[src/rtl/z3_slave_ctrl_if.sv]
//------------------------------------------------------------------------------
// Module : z3_slave_ctrl_if
// Brief  : Zorro III bus-side strobes and slave responses for z3_slave_ctrl.
// Rev    : 1.0
//------------------------------------------------------------------------------
`default_nettype none

interface z3_slave_ctrl_if;
   logic       FCS_n;
   logic       MTCR_n;
   logic       BERR_n;
   logic [3:0] DS_n;
   logic       READ;
   logic       DOE;
   logic [2:0] FC;
   logic [7:0] ADDR_HI;
   logic       SLAVE_n;
   logic       DTACK_n;
   logic       MTACK_n;
   logic       bus_oe;
   logic       BUFOE_n;
   logic       BUFDIR;

   modport slave (
      input  FCS_n, MTCR_n, BERR_n, DS_n, READ, DOE, FC, ADDR_HI,
      output SLAVE_n, DTACK_n, MTACK_n, bus_oe, BUFOE_n, BUFDIR
   );

   modport master (
      output FCS_n, MTCR_n, BERR_n, DS_n, READ, DOE, FC, ADDR_HI,
      input  SLAVE_n, DTACK_n, MTACK_n, bus_oe, BUFOE_n, BUFDIR
   );
endinterface

`default_nettype wire

[src/rtl/z3_slave_ctrl.sv]
//------------------------------------------------------------------------------
// Module : z3_slave_ctrl
// Brief  : Zorro III multi-bank slave cycle sequencer; burst mode when
//          Z3_MULTI_XFER_EN is defined.
// Rev    : 1.0
//------------------------------------------------------------------------------
`default_nettype none

module z3_slave_ctrl #(
   parameter int NUM_BANKS      = 2,
   parameter int MATCH_BITS     = 4,
   parameter int TIMEOUT_CYCLES = 255
) (
   input  wire logic                   CLK,
   input  wire logic                   RST,
   z3_slave_ctrl_if.slave              bus,
   input  wire logic [8*NUM_BANKS-1:0] base_addr,
   input  wire logic [NUM_BANKS-1:0]   bank_en,
   input  wire logic [NUM_BANKS-1:0]   target_ack,
   output logic      [NUM_BANKS-1:0]   bank_sel,
   output logic                        cycle_req,
   output logic                        cycle_abort,
   output logic                        timeout
);

   typedef enum logic [2:0] {
      S_IDLE    = 3'd0,
      S_START   = 3'd1,
      S_DATA    = 3'd2,
      S_ACK     = 3'd3,
      S_MT_WAIT = 3'd4,
      S_ABORT   = 3'd5
   } state_t;

   localparam logic [7:0] c_tmo_last = 8'(TIMEOUT_CYCLES - 1);

   state_t               state_q, state_d;
   logic [6:0]           sync1_q, sync2_q;
   logic [7:0]           cnt_q, cnt_d;
   logic [NUM_BANKS-1:0] bank_sel_q, bank_sel_d;
   logic                 req_q, req_d;
   logic                 abort_q, abort_d;
   logic                 tmo_q, tmo_d;
   logic                 slave_n_q, slave_n_d;
   logic                 dtack_n_q, dtack_n_d;
   logic                 mtack_n_q, mtack_n_d;
   logic                 bufoe_n_q, bufoe_n_d;
   logic                 bufdir_q, bufdir_d;
   logic                 bus_oe_q, bus_oe_d;

   logic                 fcs_s, mtcr_s, berr_s;
   logic [3:0]           ds_s;
   logic [NUM_BANKS-1:0] hit_vec, hit_oh;
   logic                 valid_space, sel_ack;
   logic                 unused_ok;

   assign {fcs_s, mtcr_s, berr_s, ds_s} = sync2_q;

   for (genvar gi = 0; gi < NUM_BANKS; gi++) begin : g_hit
      assign hit_vec[gi] = bank_en[gi] &&
         (bus.ADDR_HI[7 -: MATCH_BITS] == base_addr[8*gi+7 -: MATCH_BITS]);
   end

   // Isolate the lowest set bit so the lowest-numbered bank wins overlaps.
   assign hit_oh      = hit_vec & (~hit_vec + NUM_BANKS'(1));
   assign valid_space = bus.FC[1] ^ bus.FC[0];
   assign sel_ack     = |(target_ack & bank_sel_q);
   assign unused_ok   = ^{base_addr, bus.FC[2], mtcr_s};

   always_comb begin
      state_d = state_q;
      cnt_d   = cnt_q;
      req_d   = 1'b0;
      abort_d = 1'b0;
      tmo_d   = 1'b0;

      case (state_q)
         S_IDLE: begin
            if (!fcs_s && (|hit_oh) && valid_space) state_d = S_START;
         end
         S_START: begin
            if (fcs_s) begin
               state_d = S_IDLE;
            end else if (!berr_s) begin
               state_d = S_ABORT;
               abort_d = 1'b1;
            end else if (bus.READ || (!(&ds_s) && bus.DOE)) begin
               state_d = S_DATA;
               req_d   = 1'b1;
               cnt_d   = '0;
            end
         end
         S_DATA: begin
            if (fcs_s) begin
               state_d = S_IDLE;
               abort_d = 1'b1;
            end else if (!berr_s) begin
               state_d = S_ABORT;
               abort_d = 1'b1;
            end else if (sel_ack) begin
               state_d = S_ACK;
            end else if (cnt_q == c_tmo_last) begin
               state_d = S_ABORT;
               abort_d = 1'b1;
               tmo_d   = 1'b1;
            end else begin
               cnt_d = cnt_q + 8'd1;
            end
         end
         S_ACK: begin
            if (fcs_s) begin
               state_d = S_IDLE;
            end else if (!berr_s) begin
               state_d = S_ABORT;
               abort_d = 1'b1;
            end
`ifdef Z3_MULTI_XFER_EN
            else if ((&ds_s) && mtcr_s) begin
               state_d = S_MT_WAIT;
            end
`endif
         end
         S_MT_WAIT: begin
            if (fcs_s) begin
               state_d = S_IDLE;
            end else if (!berr_s) begin
               state_d = S_ABORT;
               abort_d = 1'b1;
            end else if (!mtcr_s) begin
               state_d = S_START;
            end
         end
         S_ABORT: begin
            if (fcs_s) state_d = S_IDLE;
         end
         default: state_d = S_IDLE;
      endcase

      // Outputs are registered from the next state so they change on the decision edge.
      slave_n_d = (state_d == S_IDLE);
      bus_oe_d  = (state_d != S_IDLE);
      dtack_n_d = (state_d != S_ACK);
      bufoe_n_d = !(((state_d == S_DATA) || (state_d == S_ACK)) && bus.DOE && berr_s);
`ifdef Z3_MULTI_XFER_EN
      mtack_n_d = !((state_d == S_START) || (state_d == S_DATA) ||
                    (state_d == S_ACK)   || (state_d == S_MT_WAIT));
`else
      mtack_n_d = 1'b1;
`endif

      bufdir_d   = bufdir_q;
      bank_sel_d = bank_sel_q;
      if (state_d == S_IDLE) begin
         bank_sel_d = '0;
      end else if (state_q == S_IDLE) begin
         bank_sel_d = hit_oh;
         bufdir_d   = bus.READ;
      end
   end

   always_ff @(posedge CLK) begin
      if (RST) begin
         sync1_q    <= '1;
         sync2_q    <= '1;
         state_q    <= S_IDLE;
         cnt_q      <= '0;
         bank_sel_q <= '0;
         req_q      <= 1'b0;
         abort_q    <= 1'b0;
         tmo_q      <= 1'b0;
         slave_n_q  <= 1'b1;
         dtack_n_q  <= 1'b1;
         mtack_n_q  <= 1'b1;
         bufoe_n_q  <= 1'b1;
         bufdir_q   <= 1'b0;
         bus_oe_q   <= 1'b0;
      end else begin
         sync1_q    <= {bus.FCS_n, bus.MTCR_n, bus.BERR_n, bus.DS_n};
         sync2_q    <= sync1_q;
         state_q    <= state_d;
         cnt_q      <= cnt_d;
         bank_sel_q <= bank_sel_d;
         req_q      <= req_d;
         abort_q    <= abort_d;
         tmo_q      <= tmo_d;
         slave_n_q  <= slave_n_d;
         dtack_n_q  <= dtack_n_d;
         mtack_n_q  <= mtack_n_d;
         bufoe_n_q  <= bufoe_n_d;
         bufdir_q   <= bufdir_d;
         bus_oe_q   <= bus_oe_d;
      end
   end

   assign bank_sel    = bank_sel_q;
   assign cycle_req   = req_q;
   assign cycle_abort = abort_q;
   assign timeout     = tmo_q;
   assign bus.SLAVE_n = slave_n_q;
   assign bus.DTACK_n = dtack_n_q;
   assign bus.MTACK_n = mtack_n_q;
   assign bus.bus_oe  = bus_oe_q;
   assign bus.BUFOE_n = bufoe_n_q;
   assign bus.BUFDIR  = bufdir_q;

endmodule

`default_nettype wire

[src/flat_wrapper.sv]
// flat-port wrapper written by rule: the top's interface ports become plain ports
module z3_slave_ctrl_flat 
#(
   parameter int NUM_BANKS      = 2,
   parameter int MATCH_BITS     = 4,
   parameter int TIMEOUT_CYCLES = 255
)
  (CLK, RST, base_addr, bank_en, target_ack, bank_sel, cycle_req, cycle_abort, timeout, bus_FCS_n, bus_MTCR_n, bus_BERR_n, bus_DS_n, bus_READ, bus_DOE, bus_FC, bus_ADDR_HI, bus_SLAVE_n, bus_DTACK_n, bus_MTACK_n, bus_bus_oe, bus_BUFOE_n, bus_BUFDIR);
  z3_slave_ctrl_if bus_i ();
  input  wire logic CLK;
  input  wire logic RST;
  input  wire logic [8*NUM_BANKS-1:0] base_addr;
  input  wire logic [NUM_BANKS-1:0] bank_en;
  input  wire logic [NUM_BANKS-1:0] target_ack;
  output logic      [NUM_BANKS-1:0] bank_sel;
  output logic cycle_req;
  output logic cycle_abort;
  output logic timeout;
  input wire logic [$bits(bus_i.FCS_n)-1:0] bus_FCS_n;
  input wire logic [$bits(bus_i.MTCR_n)-1:0] bus_MTCR_n;
  input wire logic [$bits(bus_i.BERR_n)-1:0] bus_BERR_n;
  input wire logic [$bits(bus_i.DS_n)-1:0] bus_DS_n;
  input wire logic [$bits(bus_i.READ)-1:0] bus_READ;
  input wire logic [$bits(bus_i.DOE)-1:0] bus_DOE;
  input wire logic [$bits(bus_i.FC)-1:0] bus_FC;
  input wire logic [$bits(bus_i.ADDR_HI)-1:0] bus_ADDR_HI;
  output wire logic [$bits(bus_i.SLAVE_n)-1:0] bus_SLAVE_n;
  output wire logic [$bits(bus_i.DTACK_n)-1:0] bus_DTACK_n;
  output wire logic [$bits(bus_i.MTACK_n)-1:0] bus_MTACK_n;
  output wire logic [$bits(bus_i.bus_oe)-1:0] bus_bus_oe;
  output wire logic [$bits(bus_i.BUFOE_n)-1:0] bus_BUFOE_n;
  output wire logic [$bits(bus_i.BUFDIR)-1:0] bus_BUFDIR;
  assign bus_i.FCS_n = bus_FCS_n;
  assign bus_i.MTCR_n = bus_MTCR_n;
  assign bus_i.BERR_n = bus_BERR_n;
  assign bus_i.DS_n = bus_DS_n;
  assign bus_i.READ = bus_READ;
  assign bus_i.DOE = bus_DOE;
  assign bus_i.FC = bus_FC;
  assign bus_i.ADDR_HI = bus_ADDR_HI;
  assign bus_SLAVE_n = bus_i.SLAVE_n;
  assign bus_DTACK_n = bus_i.DTACK_n;
  assign bus_MTACK_n = bus_i.MTACK_n;
  assign bus_bus_oe = bus_i.bus_oe;
  assign bus_BUFOE_n = bus_i.BUFOE_n;
  assign bus_BUFDIR = bus_i.BUFDIR;
  z3_slave_ctrl #(.NUM_BANKS(NUM_BANKS), .MATCH_BITS(MATCH_BITS), .TIMEOUT_CYCLES(TIMEOUT_CYCLES)) u_core (.CLK(CLK), .RST(RST), .bus(bus_i), .base_addr(base_addr), .bank_en(bank_en), .target_ack(target_ack), .bank_sel(bank_sel), .cycle_req(cycle_req), .cycle_abort(cycle_abort), .timeout(timeout));
endmodule
[config.mk]
export PLATFORM = sky130hd
export DESIGN_NAME = z3_slave_ctrl_flat
export DESIGN_NICKNAME = d
export VERILOG_FILES = /design/src/rtl/z3_slave_ctrl_if.sv /design/src/rtl/z3_slave_ctrl.sv /design/src/flat_wrapper.sv
export SDC_FILE = /design/constraint.sdc
export NUM_CORES = 1
export LEC_CHECK = 0
export BUFFER_PORTS_ARGS = -buffer_cell sky130_fd_sc_hd__buf_2
export CAP_MARGIN = 25
export CORE_MARGIN = 1.5
export CORE_UTILIZATION = 49
export DETAILED_ROUTE_END_ITERATION = 7
export PLACE_DENSITY = 0.74
export SLEW_MARGIN = 20
export SYNTH_ARGS = -nofsm -noshare
export SYNTH_HDL_FRONTEND = slang
export SYNTH_SLANG_ARGS = --single-unit
[constraint.sdc]
create_clock -name CLK -period 2.2 [get_ports CLK]
set_input_delay 0.33 -clock CLK [delete_from_list [all_inputs] [get_ports CLK]]
set_output_delay 0.33 -clock CLK [all_outputs]
set_load 0.02 [all_outputs]
==> summary.txt <==
Status
  – Status: finished clean

Placement
  – Final HPWL DP: 2374 um
  – Number of port buffers: 38
  – Inst Count DP: 250
  – Placement-stage cell area: 0.001818 mm2
  – Pre-CTS WS: 254.3 ps
  – GP Congestion: 0.7845

Final layout
  – Fin area: 0.001873 mm2
  – Final #Nets: 257
  – Fillers: 302
  – Area grow syn2layout: 15.87%
  – Post-route insts no fill: 258
  – Most frequent cells in the layout: 38 x buf_2, 34 x dfxtp_1, 17 x nor2_1
  – Layout cells sized above 1: 32.71%
  – Diode count: 0
  – Most common cell after layout, fill and taps aside: buf_2

Synth
  – Gate count after technology mapping: 175
  – Compound-Gate Fraction of Synth Area: 15.09%
  – Syn_area_per_cell: 9.237 um2
  – Proportion of synthesized area in mux cells: 1.858%
  – Synth Register Bits: 35
  – Synth Area in Simple Gates: 28.25%
  – Net count after synthesis: 219
  – Post-Synth Adder-Cell Area: 1.548%
  – Sequential element share of the synthesized area: 43.34%
  – Distinct cell type count after synthesis: 50
  – Most common flop cell mapped by yosys: dfxtp_1
  – Synthesized area: 0.001617 mm2
  – Largest family of logic cells by synthesized area: simple AND/OR/NAND/NOR gates
  – Number of synthesized flops with an enable pin: 0
  – XOR/XNOR share of the synthesized area: 4.876%
  – FFs w/ async S/R, synth: 0%
  – Ys Warns: 0

Critical path
  – Worst Path Buf+Inv: 1
  – Top Family by Delay on Critical Path: simple AND/OR/NAND/NOR gates
  – Crit path launch type: flop
  – Crit path required time: 2470 ps
  – Critical path arrival: 2210 ps
  – Crit path max fanout: 4
  – Worst path cell trace: inv_1 > ha_1 > nand3_1 > o21bai_1 > a32o_1 > or4_1 > a21oi_1
  – Critical path's largest stage delay: 500 ps
  – Slowest cell on crit path: or4_1
  – CP Capture Type: flop
  – Crit Path Class: flop to flop

Routing
  – Number of antenna-violating nets in the routed design: 0
  – Via Count: 1366
  – Iteration-0 DRC count of the detailed router: 41
  – Wire per inst: 12.40 um
  – # DRC: 0
  – Vias/cell: 5.295
  – Total routed wirelength: 3199 um
  – TritonRoute pass-1 iters: 4

Global route
  – GR met3 Demand/Resource: 4.051%
  – Number of global-route vias before repair: 1265
  – Global-route wire length before repair: 5216 um
  – Antenna violations before repair: 0
  – Tot GR Track Use: 18.93%
  – Grt met1 use: 21.96%
  – GRT met2 Usage: 34.16%
  – Most heavily used metal layer in global routing: met2
  – Largest net degree at the start of global routing: 31
  – Grt ovf: 0

Pwr
  – P_leak: 0.7809 nW
  – Pwr Density: 565.1 mW/mm2
  – Max IR drop VDD: 0.0003199 V

Die
  – Core ar.: 0.003103 mm2
  – Die Wd: 60.44 um
  – Std cell rows: 20
  – Initial Util: 52.10%
  – Die height: 60.44 um
  – I/O pin count: 53
  – DIE AREA: 0.003652 mm2

Flow run
  – Max cap viols: 0

Timing
  – FMAX: 0.5153 GHz
  – Fin worst setup slack: 259.2 ps
  – Hold Violations, Final: 0
  – Max Clock Skew: 8.410 ps
  – Final setup violation count: 0
  – TNS Setup: 0 ps
  – Pins Over Slew Limit: 0
  – Clock period minus worst slack: 1941 ps
  – Hold Slack: 167.3 ps
  – Period utilization: 88.22%
  – Unrepaired setup endpoints after global routing: false

Clocking
  – Worst-path clk slew: 110 ps
  – CTS Buf Count: 5
  – CTS tree: built
  – H-tree depth: 2
  – Clock Path Buffers: 2
  – Clk Latency, worst-skew pair: 330 ps
  – TritonCTS Sinks: 35
  – CTS root buffer: clkbuf_4

Worst hold path
  – Type of the most critical hold path: primary input to flop
## power breakdown
| part | leakage [nW] | internal (mW) | switching (mW) |
|---|---|---|---|
| clock network | 0.0282 | 0.123 | 0.208 |
| logic | 0.467 | 0.0397 | 0.0358 |
| registers | 0.286 | 0.645 | 0.00648 |
## cells in the mapped netlist, types with 3 or more instances
library cell  count  area [um2]
dfxtp_1          35       700.7
nor2_1           17       63.81
or2_2            14       87.58
a21oi_1          11       55.05
nand2_1           7       26.28
xor2_1            7       61.31
nor2b_1           6       37.54
inv_1             5       18.77
nand3_1           5       25.02
o21ai_0           5       25.02
a31oi_1           3       18.77
clkbuf_1          3       11.26
mux2i_1           3       30.03
nand3b_1          3       22.52
## path summary, 6_finish.rpt
check                                 end                          from  cells past startpoint  slack (ps)
min          u_core.sync1_q[4]$_SDFF_PP1_                    bus_BERR_n                      2         170
min reg2reg  u_core.sync2_q[1]$_SDFF_PP1_  u_core.sync1_q[1]$_SDFF_PP1_                      1         410
max reg2reg  u_core.cnt_q[6]$_SDFFE_PP0P_  u_core.cnt_q[0]$_SDFFE_PP0P_                      7         260
max          u_core.cnt_q[6]$_SDFFE_PP0P_  u_core.cnt_q[0]$_SDFFE_PP0P_                      7         260
## flip-flops by register name, summed over array words and instances, names as in the netlist, 2 cells and up
name,count
u_core.bank_sel,2
u_core.cnt_q,8
u_core.state_q,3
u_core.sync1_q,7
u_core.sync2_q,7
## layout make-up
type,count,area [um2],share of cell area [%]
Clock buffer,6,41.29,2.204
Clock inverter,2,12.51,0.6680
Inverter,5,18.77,1.002
Multi-Input combinational cell,126,838.3,44.76
Sequential cell,35,701.9,37.47
Tap cell,44,55.05,2.939
Timing Repair Buffer,40,205.2,10.96
## through the flow
stage | total power [mW] | utilization (%)
finish | 1.058 | 60.36
global route | 1.102 | 60.36
CTS | 1.067 | 60.32
detailed placement | 0.7426 | 58.59
global placement | 0.7386 | 58.59
floorplan | 0.7075 | -
## routing by layer
metal	routed length [um]	up-vias	share of wire, %
li1	-	690	-
met1	1423	626	44
met2	1537	41	48
met3	180	9	5.6
met4	57	0	1.8
met5	0	-	0
## what timing repair did
item,4_1_cts,5_1_grt
setup endpoints to repair,0,1
gates resized for setup,0,1
hold buffers,0,0
setup buffers,0,0
hold endpoints to repair,0,0
## logic make-up (layout without fill, tap and decap cells)
kind of cell	after synthesis	in the layout
adders and majority gates	2	2
xor gates and xnor gates	9	9
buffers and inverters	14	53
other	1	1
and+or+nand+nor	76	76
DFF	35	35
AOI/OAI and AO/OA	35	35
muxes	3	3
Note: power is estimated with default switching activity, not from simulation.
